`src/rtl/multiplier_pkg.sv`:
```
// Shared types and helpers for the multiplier datapath serial link.
package multiplier_pkg;

    typedef enum logic [1:0] {
        IDLE    = 2'b00,
        RECEIVE = 2'b01,
        DONE    = 2'b10
    } rx_state_e;

    // Bits needed to count 0..n-1 (never less than one bit).
    function automatic int CLogBase2(input int n);
        int r;
        int v;
        r = 0;
        v = n - 1;
        while (v > 0) begin
            r++;
            v = v >> 1;
        end
        if (r == 0) r = 1;
        return r;
    endfunction

endpackage

```
`src/rtl/serial_word_receiver_if.sv`:
```
// Serial link and parallel handshake between the serializer, receiver and consumer.
interface serial_word_receiver_if #(
    parameter int WORD = 8
);
    logic            start;
    logic            serialInput;
    logic            serialValid;
    logic            dataAck;
    logic [WORD-1:0] parallelOutput;
    logic            dataValid;
    logic            busy;
    logic            overrun;

    modport master (
        output start, serialInput, serialValid, dataAck,
        input  parallelOutput, dataValid, busy, overrun
    );

    modport slave (
        input  start, serialInput, serialValid, dataAck,
        output parallelOutput, dataValid, busy, overrun
    );
endinterface

```
`src/rtl/serial_word_receiver_bit_counter.sv`:
```
// Bit counter for the receiver: counts sampled bits, flags the last bit of a word.
module bit_counter
    import multiplier_pkg::*;
#(
    parameter int WORD = 8
) (
    input  logic clk,
    input  logic reset,
    input  logic clr_i,
    input  logic en_i,
    output logic tc_o
);
    localparam int COUNT_WIDTH = CLogBase2(WORD);
    localparam logic [COUNT_WIDTH-1:0] LAST = COUNT_WIDTH'(WORD - 1);

    logic [COUNT_WIDTH-1:0] count_q, count_d;

    // Clear wins over enable; wrap explicitly so non-power-of-two WORD works.
    always_comb begin
        count_d = count_q;
        if (clr_i)
            count_d = '0;
        else if (en_i)
            count_d = (count_q == LAST) ? '0 : count_q + 1'b1;
    end

    // Count register.
    always_ff @(posedge clk or negedge reset) begin
        if (!reset) count_q <= '0;
        else        count_q <= count_d;
    end

    assign tc_o = (count_q == LAST);
endmodule

```
`src/rtl/serial_word_receiver.sv`:
```
// Serial-in, parallel-out receiver: assembles an MSB-first word and hands it
// to the consumer with a valid/acknowledge handshake.
module serial_word_receiver
    import multiplier_pkg::*;
#(
    parameter int WORD_LENGTH = 4
) (
    input  logic                   clk,
    input  logic                   reset,
    serial_word_receiver_if.slave  bus
);
    localparam int WORD = WORD_LENGTH * 2;

    rx_state_e       state_q, state_d;
    logic [WORD-1:0] asm_q, asm_d;
    logic [WORD-1:0] par_q, par_d;
    logic            ovr_q, ovr_d;
    logic            accept_start;
    logic            shift_en;
    logic            last_bit;
    logic            complete;

    // In DONE a start only counts when it comes with the acknowledge.
    assign accept_start = bus.start && ((state_q != DONE) || bus.dataAck);
    // A start in RECEIVE discards any bit offered in the same cycle.
    assign shift_en     = (state_q == RECEIVE) && bus.serialValid && !bus.start;
    assign complete     = shift_en && last_bit;

    bit_counter #(.WORD(WORD)) u_bit_counter (
        .clk   (clk),
        .reset (reset),
        .clr_i (accept_start),
        .en_i  (shift_en),
        .tc_o  (last_bit)
    );

    // State register.
    always_ff @(posedge clk or negedge reset) begin
        if (!reset) state_q <= IDLE;
        else        state_q <= state_d;
    end

    // Next-state logic.
    always_comb begin
        state_d = state_q;
        case (state_q)
            IDLE:    if (bus.start) state_d = RECEIVE;
            RECEIVE: if (bus.start) state_d = RECEIVE;
                     else if (complete) state_d = DONE;
            DONE:    if (bus.dataAck) state_d = bus.start ? RECEIVE : IDLE;
            default: state_d = IDLE;
        endcase
    end

    // Datapath next values: assembly shift, word capture, sticky overrun.
    always_comb begin
        asm_d = asm_q;
        par_d = par_q;
        ovr_d = ovr_q;
        if (accept_start)
            asm_d = '0;
        else if (shift_en)
            asm_d = {asm_q[WORD-2:0], bus.serialInput};
        if (complete)
            par_d = {asm_q[WORD-2:0], bus.serialInput};
        // A new word starting takes precedence over a stray bit in DONE.
        if (accept_start)
            ovr_d = 1'b0;
        else if ((state_q == DONE) && bus.serialValid)
            ovr_d = 1'b1;
    end

    // Datapath registers.
    always_ff @(posedge clk or negedge reset) begin
        if (!reset) begin
            asm_q <= '0;
            par_q <= '0;
            ovr_q <= 1'b0;
        end else begin
            asm_q <= asm_d;
            par_q <= par_d;
            ovr_q <= ovr_d;
        end
    end

    // Outputs are registers or pure state decodes.
    always_comb begin
        bus.parallelOutput = par_q;
        bus.dataValid      = (state_q == DONE);
        bus.busy           = (state_q == RECEIVE);
        bus.overrun        = ovr_q;
    end
endmodule

```
`src/flat_wrapper.sv`:
```
// flat-port wrapper written by rule: the top's interface ports become plain ports
module serial_word_receiver_flat import multiplier_pkg::*;
#(
    parameter int WORD_LENGTH = 4
)
  (clk, reset, bus_start, bus_serialInput, bus_serialValid, bus_dataAck, bus_parallelOutput, bus_dataValid, bus_busy, bus_overrun);
  serial_word_receiver_if #(.WORD(8)) bus_i ();
  input  logic clk;
  input  logic reset;
  input wire logic [$bits(bus_i.start)-1:0] bus_start;
  input wire logic [$bits(bus_i.serialInput)-1:0] bus_serialInput;
  input wire logic [$bits(bus_i.serialValid)-1:0] bus_serialValid;
  input wire logic [$bits(bus_i.dataAck)-1:0] bus_dataAck;
  output wire logic [$bits(bus_i.parallelOutput)-1:0] bus_parallelOutput;
  output wire logic [$bits(bus_i.dataValid)-1:0] bus_dataValid;
  output wire logic [$bits(bus_i.busy)-1:0] bus_busy;
  output wire logic [$bits(bus_i.overrun)-1:0] bus_overrun;
  assign bus_i.start = bus_start;
  assign bus_i.serialInput = bus_serialInput;
  assign bus_i.serialValid = bus_serialValid;
  assign bus_i.dataAck = bus_dataAck;
  assign bus_parallelOutput = bus_i.parallelOutput;
  assign bus_dataValid = bus_i.dataValid;
  assign bus_busy = bus_i.busy;
  assign bus_overrun = bus_i.overrun;
  serial_word_receiver #(.WORD_LENGTH(WORD_LENGTH)) u_core (.clk(clk), .reset(reset), .bus(bus_i));
endmodule
```
`config.mk`:
```
export PLATFORM = sky130hd
export DESIGN_NAME = serial_word_receiver_flat
export DESIGN_NICKNAME = d
export VERILOG_FILES = /design/src/rtl/multiplier_pkg.sv /design/src/rtl/serial_word_receiver_if.sv /design/src/rtl/serial_word_receiver_bit_counter.sv /design/src/rtl/serial_word_receiver.sv /design/src/flat_wrapper.sv
export SDC_FILE = /design/constraint.sdc
export NUM_CORES = 1
export LEC_CHECK = 0
export BUFFER_PORTS_ARGS = -buffer_cell sky130_fd_sc_hd__buf_2
export CAP_MARGIN = 20
export CORE_UTILIZATION = 42
export CTS_BUF_LIST = sky130_fd_sc_hd__clkbuf_16
export CTS_CLUSTER_DIAMETER = 50
export DETAILED_ROUTE_END_ITERATION = 10
export HOLD_SLACK_MARGIN = 0.06
export SYNTH_ARGS = -nofsm -noshare
export SYNTH_HDL_FRONTEND = slang
export SYNTH_SLANG_ARGS = --single-unit
```
`constraint.sdc`:
```
create_clock -name clk -period 2.6 [get_ports clk]
set_clock_uncertainty 0.15 [all_clocks]
set_input_delay 0.26 -clock clk [delete_from_list [all_inputs] [get_ports clk]]
set_output_delay 0.26 -clock clk [all_outputs]
set_load 0.02 [all_outputs]
```
---- Word-level counts from Yosys, hierarchy flattened ----
Index checks and enable logic that the tools add are counted.
cells by class
  add/subtract/negate cells ............... 1
  eq/ne operators ......................... 7
  muxes and demuxes ....................... 13
  reductions and logical operators ........ 11
operators with widths
  cell                                                              count
  7-bit two-way mux                                                 2
  3-bit two-way mux                                                 3
  2-bit two-way mux                                                 4
  2-bit != test (second input constant)                             3
  2-bit case mux with 3 select lines                                1
  1-bit logical AND                                                 5
  2-bit nonzero test                                                2
  3-bit by 1-bit adder with 3-bit output (second input constant)    1
  3-bit == test (second input constant)                             1
  1-bit two-way mux                                                 3
  3-bit by 2-bit != test with 1-bit output (second input constant)  1
  3-bit AND reduction                                               1
  2-bit by 1-bit == test with 1-bit output (second input constant)  1
  2-bit == test (second input constant)                             1
  2-bit zero test                                                   1
  1-bit zero test                                                   1
  1-bit logical OR                                                  1
storage, ports and cells
  bits in registers ....................... 21
  input port bits ......................... 6
  output and inout bits ................... 11
  logic and storage cells ................. 37

---- Depth between registers and ports, before layout ----
Gate-level depths: netlist of the first run.
  word-level depth ........................ 7
  gate-level depth with buffers ........... 5
  depth with buffers taken out ............ 5

---- Cells and area by module ----
Synthesis of the first run repeated with hierarchy kept, for this count alone.
unflattened totals
  cell total of the unflattened synthesis .. 64
  area, all modules ....................... 897.1 um^2
modules (own cells, without submodules)
  module                times used  cells an instance  area each (um^2)
  serial_word_receiver  1           51                 740.7
  bit_counter           1           13                 156.4

---- Least setup slack after synthesis of the first run ----
OpenSTA, ideal clock, no wires.
  path kind ............................... reg-to-reg
  start point ............................. register u_core.u_bit_counter.count_q[0]
  end point ............................... register u_core.par_q[0], in the netlist u_core.bus.parallelOutput[0]
  setup time .............................. 125 ps
  data arrival time ....................... 1218 ps
  setup slack ............................. 1107 ps
  cell stages (with the launch flop) ...... 5
  buffers on the path ..................... 0
  clock period less this slack ............ 1493 ps
  cell sequence ........................... dfrtp_1 > ha_1 > ha_1 > nand2_4 > mux2_2
between the ends
  longest elaborated chain between the ends .. 2
RTL lines
  item                      RTL line                                text
  start: declaration        serial_word_receiver_bit_counter.sv:16  logic [COUNT_WIDTH-1:0] count_q, count_d;
  start signal: assignment  serial_word_receiver_bit_counter.sv:30  else count_q <= count_d;
  3-bit == test             serial_word_receiver_bit_counter.sv:33  assign tc_o = (count_q == LAST);
  1-bit logical AND         serial_word_receiver.sv:27              assign complete = shift_en && last_bit;
  end signal: assignment    serial_word_receiver.sv:81              par_q <= par_d;
  end: declaration          serial_word_receiver.sv:16              logic [WORD-1:0] par_q, par_d;
Every way passes these cells.
A chain may end at the register's enable or synchronous reset.

---- Final worst setup path of the first run ----
  start point ............................. register u_core.state_q[1]
  end point ............................... register u_core.state_q[0]
between the ends
  longest elaborated chain between the ends .. 6
RTL lines
  item                                                RTL line                                                text
  start: declaration                                  serial_word_receiver.sv:14                              rx_state_e state_q, state_d;
  start signal: assignment                            serial_word_receiver.sv:40                              else state_q <= state_d;
  2-bit by 1-bit == test with 1-bit output            serial_word_receiver.sv:26, serial_word_receiver.sv:46
  1-bit logical AND (2 in a row)                      serial_word_receiver.sv:26                              assign shift_en = (state_q == RECEIVE) && bus.serialValid && !bus.start;
  1-bit logical AND                                   serial_word_receiver.sv:27
  3-bit by 2-bit != test with 1-bit output (no line)  n/a
  3-bit AND reduction (no line)                       n/a
Several ways; a longest one is shown, not always the timed one.

==> impl_metrics.yaml, run 1 <==
route:
  vias: 563
  wl_mm: 1.37
  drc: 0
  wire_per_inst_um: 12.6
  wl_met3_um: 66
  avgViaCountPerCell: 5.17
  highest_layer: "met4"
  wl_met2_um: 608
  drt-initial-drc-count: 6
  ant_nets: 0
  firstDrtPassIters: 4
  met1Wirelength_um: 671
global_route:
  grt_max_degree: 22
  grt_pass1_wl_mm: 2.08
  grt_overflow: 0
  antenna_found_initial: 0
  grtUsageTotal: 0.144
  grt_pass1_vias: 466
synthesis:
  synthFlopType: "dfrtp_1"
  yosysSeqAreaShare: 0.610
  yosysWarnings: 0
  ys_async_sr_fraction: 1.00
  synth.ff_latch_count: 21
  synth_area_um2: 862
  synthCells: 62
  synth-edff-count: 0
  synth.avg_cell_area_um2: 13.9
  synth_nets: 70
  synth_cell_types: 18
placement:
  dp_cells: 104
  port_buffers: 16
  routabilityCongestion: 0.652
  hpwlAfterDp_um: 929
  post-place-ws_ns: 0.898
  dpl_cell_area_um2: 968
finish:
  final_cell_mix: "21 x dfrtp_1, 16 x buf_2, 8 x mux2_2, 7 x a32o_1, 6 x nor2_1"
  syn_to_final_growth_pct: 22.8
  fin_area_um2: 1060
  layout-drive-gt1-share: 0.366
  multi_input_area_um2: 322
  num_antenna_cells: 0
  layout_commonest_cell: "dfrtp_1"
  regArea_um2: 526
  fin_util: 0.545
  fillCellCount: 174
  instances_no_fill: 109
  final_nets: 91
setup_path:
  timing.rr.start: "u_core.state_q[1]"
  cp_data_required_time_ns: 2.59
  arrival_ns: 1.69
  crit_start: "u_core.state_q[1]"
  cp_max_fo: 11
  r2r-end: "u_core.state_q[0]"
  r2r_slack_ns: 0.90
  crit_type: "reg -> reg"
  end_kind: "flip-flop"
  cp-start-kind: "flip-flop"
  reg2reg_depth: 3
  crit_path_end: "u_core.state_q[0]"
floorplanning:
  initial_utilization: 0.444
  die_w_um: 47.3
  ios: 17
  die-area_um2: 2240
  rows: 16
  die_h_um: 47.3
  core_um2: 1940
clocking:
  htreeDepth: 1
  cts-root-buf: "clkbuf_16"
  cts_resized: 0
  clock-sinks: 21
  cts_tree: "done"
  cts_buffers: 3
  holdBufCountCts: 1
  post_cts_buffers: 0
  clkTransAtPathRegs_ns: 0.06
  clk_path_buf_depth: 2
  worstSkewPairLatency_ns: 0.25
sta:
  fmax_ghz: 0.589
  final-setup-viol-count: 0
  period_share: 0.653
  finalSetupTns_ns: 0
  rsz0062_at_grt: "false"
  final_hold_viol_count: 0
  slew_headroom: 0.666
  min_period_ns: 1.70
  slew_violations: 0
  holdWs_ns: 0.112
  tightest_slew_ns: 0.497
  setup_slack_ns: 0.903
power_and_ir_drop:
  powerDensity_nw_per_um2: 643
  peakVddDrop_mv: 0.721
  p_total_uw: 681
  p_leak_nw: 0.557
run_status:
  outcome: "finished, final reports clean"
hold_path:
  hold_class: "in -> reg"
job:
  drv_cap: 0
## final cells by class
type | count | area share
inverters | 2 | 0.00709
flip-flops and latches | 21 | 0.496
well taps | 27 | 0.0319
repair buffers | 17 | 0.0851
multi-input cells | 38 | 0.304
clock inverters | 1 | 0.00473
clock buffers | 3 | 0.0709
## worst min-delay path by stage
stage,start,end,slack (ns),cells past startpoint
6_report,bus_serialInput,u_core.bus.parallelOutput[0],0.11,2
5_1_grt,bus_serialInput,u_core.bus.parallelOutput[0],0.12,2
4_1_cts,bus_serialInput,u_core.bus.parallelOutput[0],0.11,2
3_5_place_dp,reset,u_core.state_q[0],0.09,1
3_3_place_gp,reset,u_core.state_q[0],0.09,1
2_1_floorplan,reset,u_core.asm_q[0],-0.19,0
## synth_stat cells, types with 2 or more instances
cell     count  share of area
ha_1         2          0.029
mux2_2       8           0.10
dfrtp_1     21           0.61
nor2b_1      2          0.015
o21ai_1      2          0.012
nor2_1       6          0.026
mux2i_1      3          0.035
inv_1        2         0.0087
a32o_1       7          0.081
## flip-flops by register name (all words and copies together), names as in the netlist
register,cells
u_core.bus.parallelOutput,8
u_core.state_q,2
u_core.u_bit_counter.count_q,3
u_core.bus.overrun,1
u_core.asm_q,7
## layer usage
layer  up-vias  track usage
met3         4       0.0692
met5         -            0
met2        10        0.170
met4         0       0.0914
li1        270            -
met1       279        0.205
## cell families after synthesis
| group | Yosys count | share of synthesized area |
|---|---|---|
| flops | 21 | 0.610 |
| simple gates | 12 | 0.0798 |
| fa+ha+maj | 2 | 0.0290 |
| mux | 11 | 0.139 |
| compound gates | 13 | 0.125 |
| buf+inv | 3 | 0.0174 |
## power breakdown
part           internal, mW  leakage (nW)  total (mW)  switching, mW
Sequential            0.330         0.287       0.333        0.00241
Combinational        0.0101         0.229      0.0290         0.0189
Clock                 0.206        0.0409       0.319          0.113
## worst max-delay path, stage by stage, from the launching register on
cell and delay (ns):
dfrtp_1 0.41, and4bb_2 0.51, nand2_4 0.16, a221o_1 0.34
Note: power is estimated with default switching activity, not from simulation.
==> run 2: changes to the inputs <==
ABC_AREA = 1   (was unset)
CORE_ASPECT_RATIO = 0.6   (was unset)
clock period = 1.7 ns   (was 2.6 ns; I/O delays follow)
==> run 2 against run 1 <==
Effect of this change: via count grew 26%; first-iteration DRC count increased to 8.2 times the previous value; sequential cell count unchanged; critical path depth grew 3; total power rose by 77%; area after synthesis grew 14%; non-clock buffer count up 1; fmax rose by 8.2%; largest cell class unchanged.
==> impl_metrics.yaml, run 2 <==
run_status:
  outcome: "finished, final reports clean"
route:
  drc: 0
  ant_nets: 0
  wire_per_inst_um: 11.6
  firstDrtPassIters: 5
  drt-initial-drc-count: 49
  vias: 707
  avgViaCountPerCell: 4.62
  wl_mm: 1.77
synthesis:
  synth.top_cells.by_count: "32 x nand2_1, 21 x dfrtp_1, 10 x inv_1"
  synth_adder_area_share: 0.0254
  synth_top_family_by_area: "simple AND/OR/NAND/NOR gates"
  synthCells: 102
  synth_compound_area_frac: 0.0914
  synth.largest_area_cell: "dfrtp_1"
  synth_area_leaders: "dfrtp_1 53%, nand2_1 12%, o21ai_2 7.1%"
  synth_nets: 110
  ys_async_sr_fraction: 1.00
  synth_cell_types: 18
  yosysSeqAreaShare: 0.533
  synthFlopType: "dfrtp_1"
  synthMuxAreaShare: 0
  synth.ff_latch_count: 21
  synth_top_area_share: 0.533
  yosysWarnings: 0
  synthXorXnorAreaFrac: 0
  synth.avg_cell_area_um2: 9.67
  synth-simple-area-share: 0.293
  synth-edff-count: 0
  synth_area_um2: 986
  yosysMostFrequentCell: "nand2_1"
global_route:
  grtUsageMet2: 0.258
  use_met3: 0.0610
  grtUsageTotal: 0.175
  grt_max_degree: 22
  grt_pass1_wl_mm: 3.02
  antenna_found_initial: 0
  grt_pass1_vias: 653
  grt_overflow: 0
  grt_use_met1: 0.230
  grt-busiest-layer: "met2"
clocking:
  cts_tree: "done"
  cts_buffers: 3
  post_cts_buffers: 0
  worstSkewPairLatency_ns: 0.25
  clock-sinks: 21
  htreeDepth: 1
  clk_path_buf_depth: 2
  clkTransAtPathRegs_ns: 0.06
  cts_resized: 0
  cts-root-buf: "clkbuf_16"
setup_path:
  cpPeakStageDelay_ns: 0.41
  cp_cell_sequence: "ha_1, ha_1, nand4_4, inv_1, nand2_1, nand2_1"
  cp_data_required_time_ns: 1.69
  crit_slowest_cell: "dfrtp_1"
  crit_type: "reg -> reg"
  arrival_ns: 1.56
  cp-start-kind: "flip-flop"
  end_kind: "flip-flop"
  cp_max_fo: 16
finish:
  instances_no_fill: 153
  final_nets: 132
  syn_to_final_growth_pct: 20.9
  final_cell_mix: "32 x nand2_1, 21 x dfrtp_1, 16 x buf_2, 10 x inv_1, 9 x nand3_1"
  num_antenna_cells: 0
  largest_reg_flops: 8
  layout_commonest_cell: "nand2_1"
  layout-drive-gt1-share: 0.301
sta:
  min_period_ns: 1.57
  slew_violations: 0
  tightest_slew_ns: 0.475
  fmax_ghz: 0.637
  final-setup-viol-count: 0
  finalSetupTns_ns: 0
  rsz0062_at_grt: "false"
  final_hold_viol_count: 0
  slew_headroom: 0.683
  period_share: 0.923
  holdWs_ns: 0.0778
placement:
  hpwlAfterDp_mm: 1.28
  routabilityCongestion: 0.728
  dp_cells: 147
  port_buffers: 16
power_and_ir_drop:
  powerDensity_nw_per_um2: 1010
  p_leak_nw: 0.663
  peakVddDrop_mv: 0.534
floorplanning:
  core_um2: 2200
  die_h_um: 39.5
  rows: 13
  ios: 17
  die_w_um: 64.6
  initial_utilization: 0.449
  die-area_um2: 2550
job:
  drv_cap: 0
hold_path:
  hold_class: "in -> reg"
-- run 2: cell types whose count changed after synthesis, moves of 2 or more --
| cell | change |
|---|---|
| nand3_1 | +9 |
| o21ai_0 | +2 |
| mux2_2 | -8 |
| nand2_1 | +31 |
| a32o_1 | -7 |
| inv_1 | +8 |
| mux2i_1 | -3 |
| o21ai_1 | -2 |
| nor2b_1 | -2 |
| inv_2 | +2 |
| o21ai_2 | +8 |
-- run 2: where the power goes --
| part | internal (mW) | total, mW | switching (mW) |
|---|---|---|---|
| combinational | 0.0594 | 0.184 | 0.124 |
| clock | 0.315 | 0.486 | 0.171 |
| sequential | 0.518 | 0.537 | 0.0184 |
-- run 2: layout make-up --
cell class,instances,area (um^2)
Sequential cell,21,526
Timing Repair Buffer,18,100
Multi-Input combinational cell,68,404
Tap cell,30,37.5
Clock inverter,1,5.00
Clock buffer,3,75.1
Inverter,12,45.0
Fill cell,205,1000
-- run 2: final timing paths --
check,cells after the start,to,start,slack (ns)
min in group asynchronous,2,u_core.bus.parallelOutput[3],reset,0.25
max,6,u_core.bus.parallelOutput[2],u_core.u_bit_counter.count_q[0],0.13
min,4,u_core.state_q[1],bus_dataAck,0.08
max reg2reg,6,u_core.bus.parallelOutput[2],u_core.u_bit_counter.count_q[0],0.13
max in group asynchronous,2,u_core.asm_q[5],reset,0.82
min reg2reg,2,u_core.bus.parallelOutput[4],u_core.bus.parallelOutput[4],0.33
-- run 2: cell families (layout without fill, tap and decap cells) --
logic type | count (synthesis) | in the layout
compound gates | 12 | 12
flops | 21 | 21
simple gates | 54 | 54
buf+inv | 13 | 34
fa+ha+maj | 2 | 2
-- run 2: what timing repair did --
item,in CTS,in global routing
endpoints found under the hold margin,23,0
endpoints found under the setup margin,0,0
hold buffers,2,0
-- run 2: worst max-delay path, delay by kind of cell, from the launching register on --
| family | cells | cell delay (ns) |
|---|---|---|
| flops | 1 | 0.41 |
| buf+inv | 1 | 0.12 |
| fa+ha+maj | 2 | 0.43 |
| simple gates | 3 | 0.35 |
-- run 2: routing by layer --
layer | share of wire | wire length (um)
met5 | 0 | 0
met4 | 0.010 | 18
met3 | 0.046 | 81
met2 | 0.41 | 730
met1 | 0.53 | 944
-- run 2: metrics by stage --
stage	util	setup WS (ns)	power, mW	area [um^2]
after global routing	0.543	0.0262	1.27	1190
after floorplan	-	0.291	0.677	986
after detailed placement	0.497	0.127	0.728	1090
after CTS	0.543	0.119	1.22	1190
final	0.543	0.131	1.21	1190
after global placement	0.497	0.176	0.725	1090
==> run 3: changes to the inputs <==
CTS_CLUSTER_SIZE = 20   (was unset)
PLACE_DENSITY = 0.59   (was unset)
==> run 3 against run 2 <==
Effect of this change: final area is the same; utilization unchanged; via count grew 4.2%; wire length rose by 4.3%; clock power increased by 1%; largest power group unchanged; worst setup slack got worse by 0.0019 ns.
==> impl_metrics.yaml, run 3 (same netlist as run 2, synthesis figures left out) <==
route:
  avgViaCountPerCell: 4.82
  ant_nets: 0
  firstDrtPassIters: 4
  vias: 737
  wire_per_inst_um: 12.1
  wl_mm: 1.85
  drc: 0
  drt-initial-drc-count: 59
sta:
  slew_violations: 0
  tightest_slew_ns: 0.463
  holdWs_ns: 0.0714
  period_share: 0.924
  min_period_ns: 1.57
  finalSetupTns_ns: 0
  final_hold_viol_count: 0
  final-setup-viol-count: 0
  rsz0062_at_grt: "false"
  setup_slack_ns: 0.129
  fmax_ghz: 0.636
  slew_headroom: 0.692
placement:
  port_buffers: 16
  hpwlAfterDp_mm: 1.36
  post-place-ws_ns: 0.122
  routabilityCongestion: 0.731
  dp_cells: 147
floorplanning:
  die-area_um2: 2550
  die_h_um: 39.5
  ios: 17
  initial_utilization: 0.449
  die_w_um: 64.6
  rows: 13
  core_um2: 2200
clocking:
  htreeDepth: 1
  cts-root-buf: "clkbuf_16"
  worstSkewPairLatency_ns: 0.25
  clk_path_buf_depth: 2
  cts_buffers: 3
  clock-sinks: 21
  cts_resized: 0
  clkTransAtPathRegs_ns: 0.06
  cts_tree: "done"
setup_path:
  cp_data_required_time_ns: 1.70
  end_kind: "flip-flop"
  cp-start-kind: "flip-flop"
  arrival_ns: 1.57
  cp_max_fo: 16
  crit_type: "reg -> reg"
finish:
  final_nets: 132
  instances_no_fill: 153
  largest_reg_flops: 8
  syn_to_final_growth_pct: 20.9
  layout-drive-gt1-share: 0.301
  final_cell_mix: "32 x nand2_1, 21 x dfrtp_1, 16 x buf_2, 10 x inv_1, 9 x nand3_1"
  num_antenna_cells: 0
  layout_commonest_cell: "nand2_1"
  fillCellCount: 198
global_route:
  grt_pass1_vias: 681
  grt_overflow: 0
  antenna_found_initial: 0
  grtUsageTotal: 0.173
  grt_max_degree: 22
  grt_pass1_wl_mm: 3.08
power_and_ir_drop:
  peakVddDrop_mv: 0.582
  p_leak_nw: 0.663
  powerDensity_nw_per_um2: 1020
job:
  drv_cap: 0
run_status:
  outcome: "finished, final reports clean"
hold_path:
  hold_class: "in -> reg"
[run 3: cell counts in the layout (fill, tap and decap cells not counted)]
Identical to the previous run, type by type.
[run 3: worst paths after layout]
kind,slack (ns),endpoint,from,cells past startpoint
worst max-delay path,0.13,u_core.bus.parallelOutput[2],u_core.u_bit_counter.count_q[0],6
min in group asynchronous,0.25,u_core.bus.parallelOutput[6],reset,2
max in group asynchronous,0.83,u_core.asm_q[3],reset,2
worst max register to register,0.13,u_core.bus.parallelOutput[2],u_core.u_bit_counter.count_q[0],6
worst min register to register,0.33,u_core.bus.parallelOutput[4],u_core.bus.parallelOutput[4],2
worst min-delay path,0.07,u_core.state_q[1],bus_dataAck,4
[run 3: worst max-delay path: stages, from the launching register on]
cell	delay [ns]
dfrtp_1	0.40
ha_1	0.21
ha_1	0.22
nand4_4	0.23
inv_1	0.12
nand2_1	0.08
nand2_1	0.05
[run 3: stage by stage]
step | util | power (mW) | area (um^2)
finish | 0.543 | 1.22 | 1190
detailed placement | 0.497 | 0.729 | 1090
floorplan | - | 0.677 | 986
global route | 0.543 | 1.27 | 1190
global placement | 0.497 | 0.725 | 1090
CTS | 0.543 | 1.23 | 1190
[run 3: cell type report]
cell class / count / area (um^2) / share of cell area
Clock inverter: 1 / 5.00 / 0.00420
Tap cell: 30 / 37.5 / 0.0315
Inverter: 12 / 45.0 / 0.0378
Multi-Input combinational cell: 68 / 404 / 0.339
Clock buffer: 3 / 75.1 / 0.0630
Timing Repair Buffer: 18 / 100 / 0.0839
Sequential cell: 21 / 526 / 0.441
[run 3: per-layer routing]
layer / GRT usage / vias up / share of wire
li1: - / 364 / -
met2: 0.266 / 12 / 0.44
met3: 0.0523 / 4 / 0.036
met1: 0.230 / 357 / 0.51
met4: 0.0722 / 0 / 0.013
met5: 0 / - / 0
[run 3: power by group]
group          switching [mW]  internal (mW)
clock network           0.177          0.316
logic                   0.125         0.0596
registers              0.0194          0.518
total                   0.322          0.894
[run 3: timing repair]
item | 4_1_cts | 5_1_grt
hold buffers | 2 | 0
hold endpoints to repair | 23 | 0
setup buffers | 0 | 0
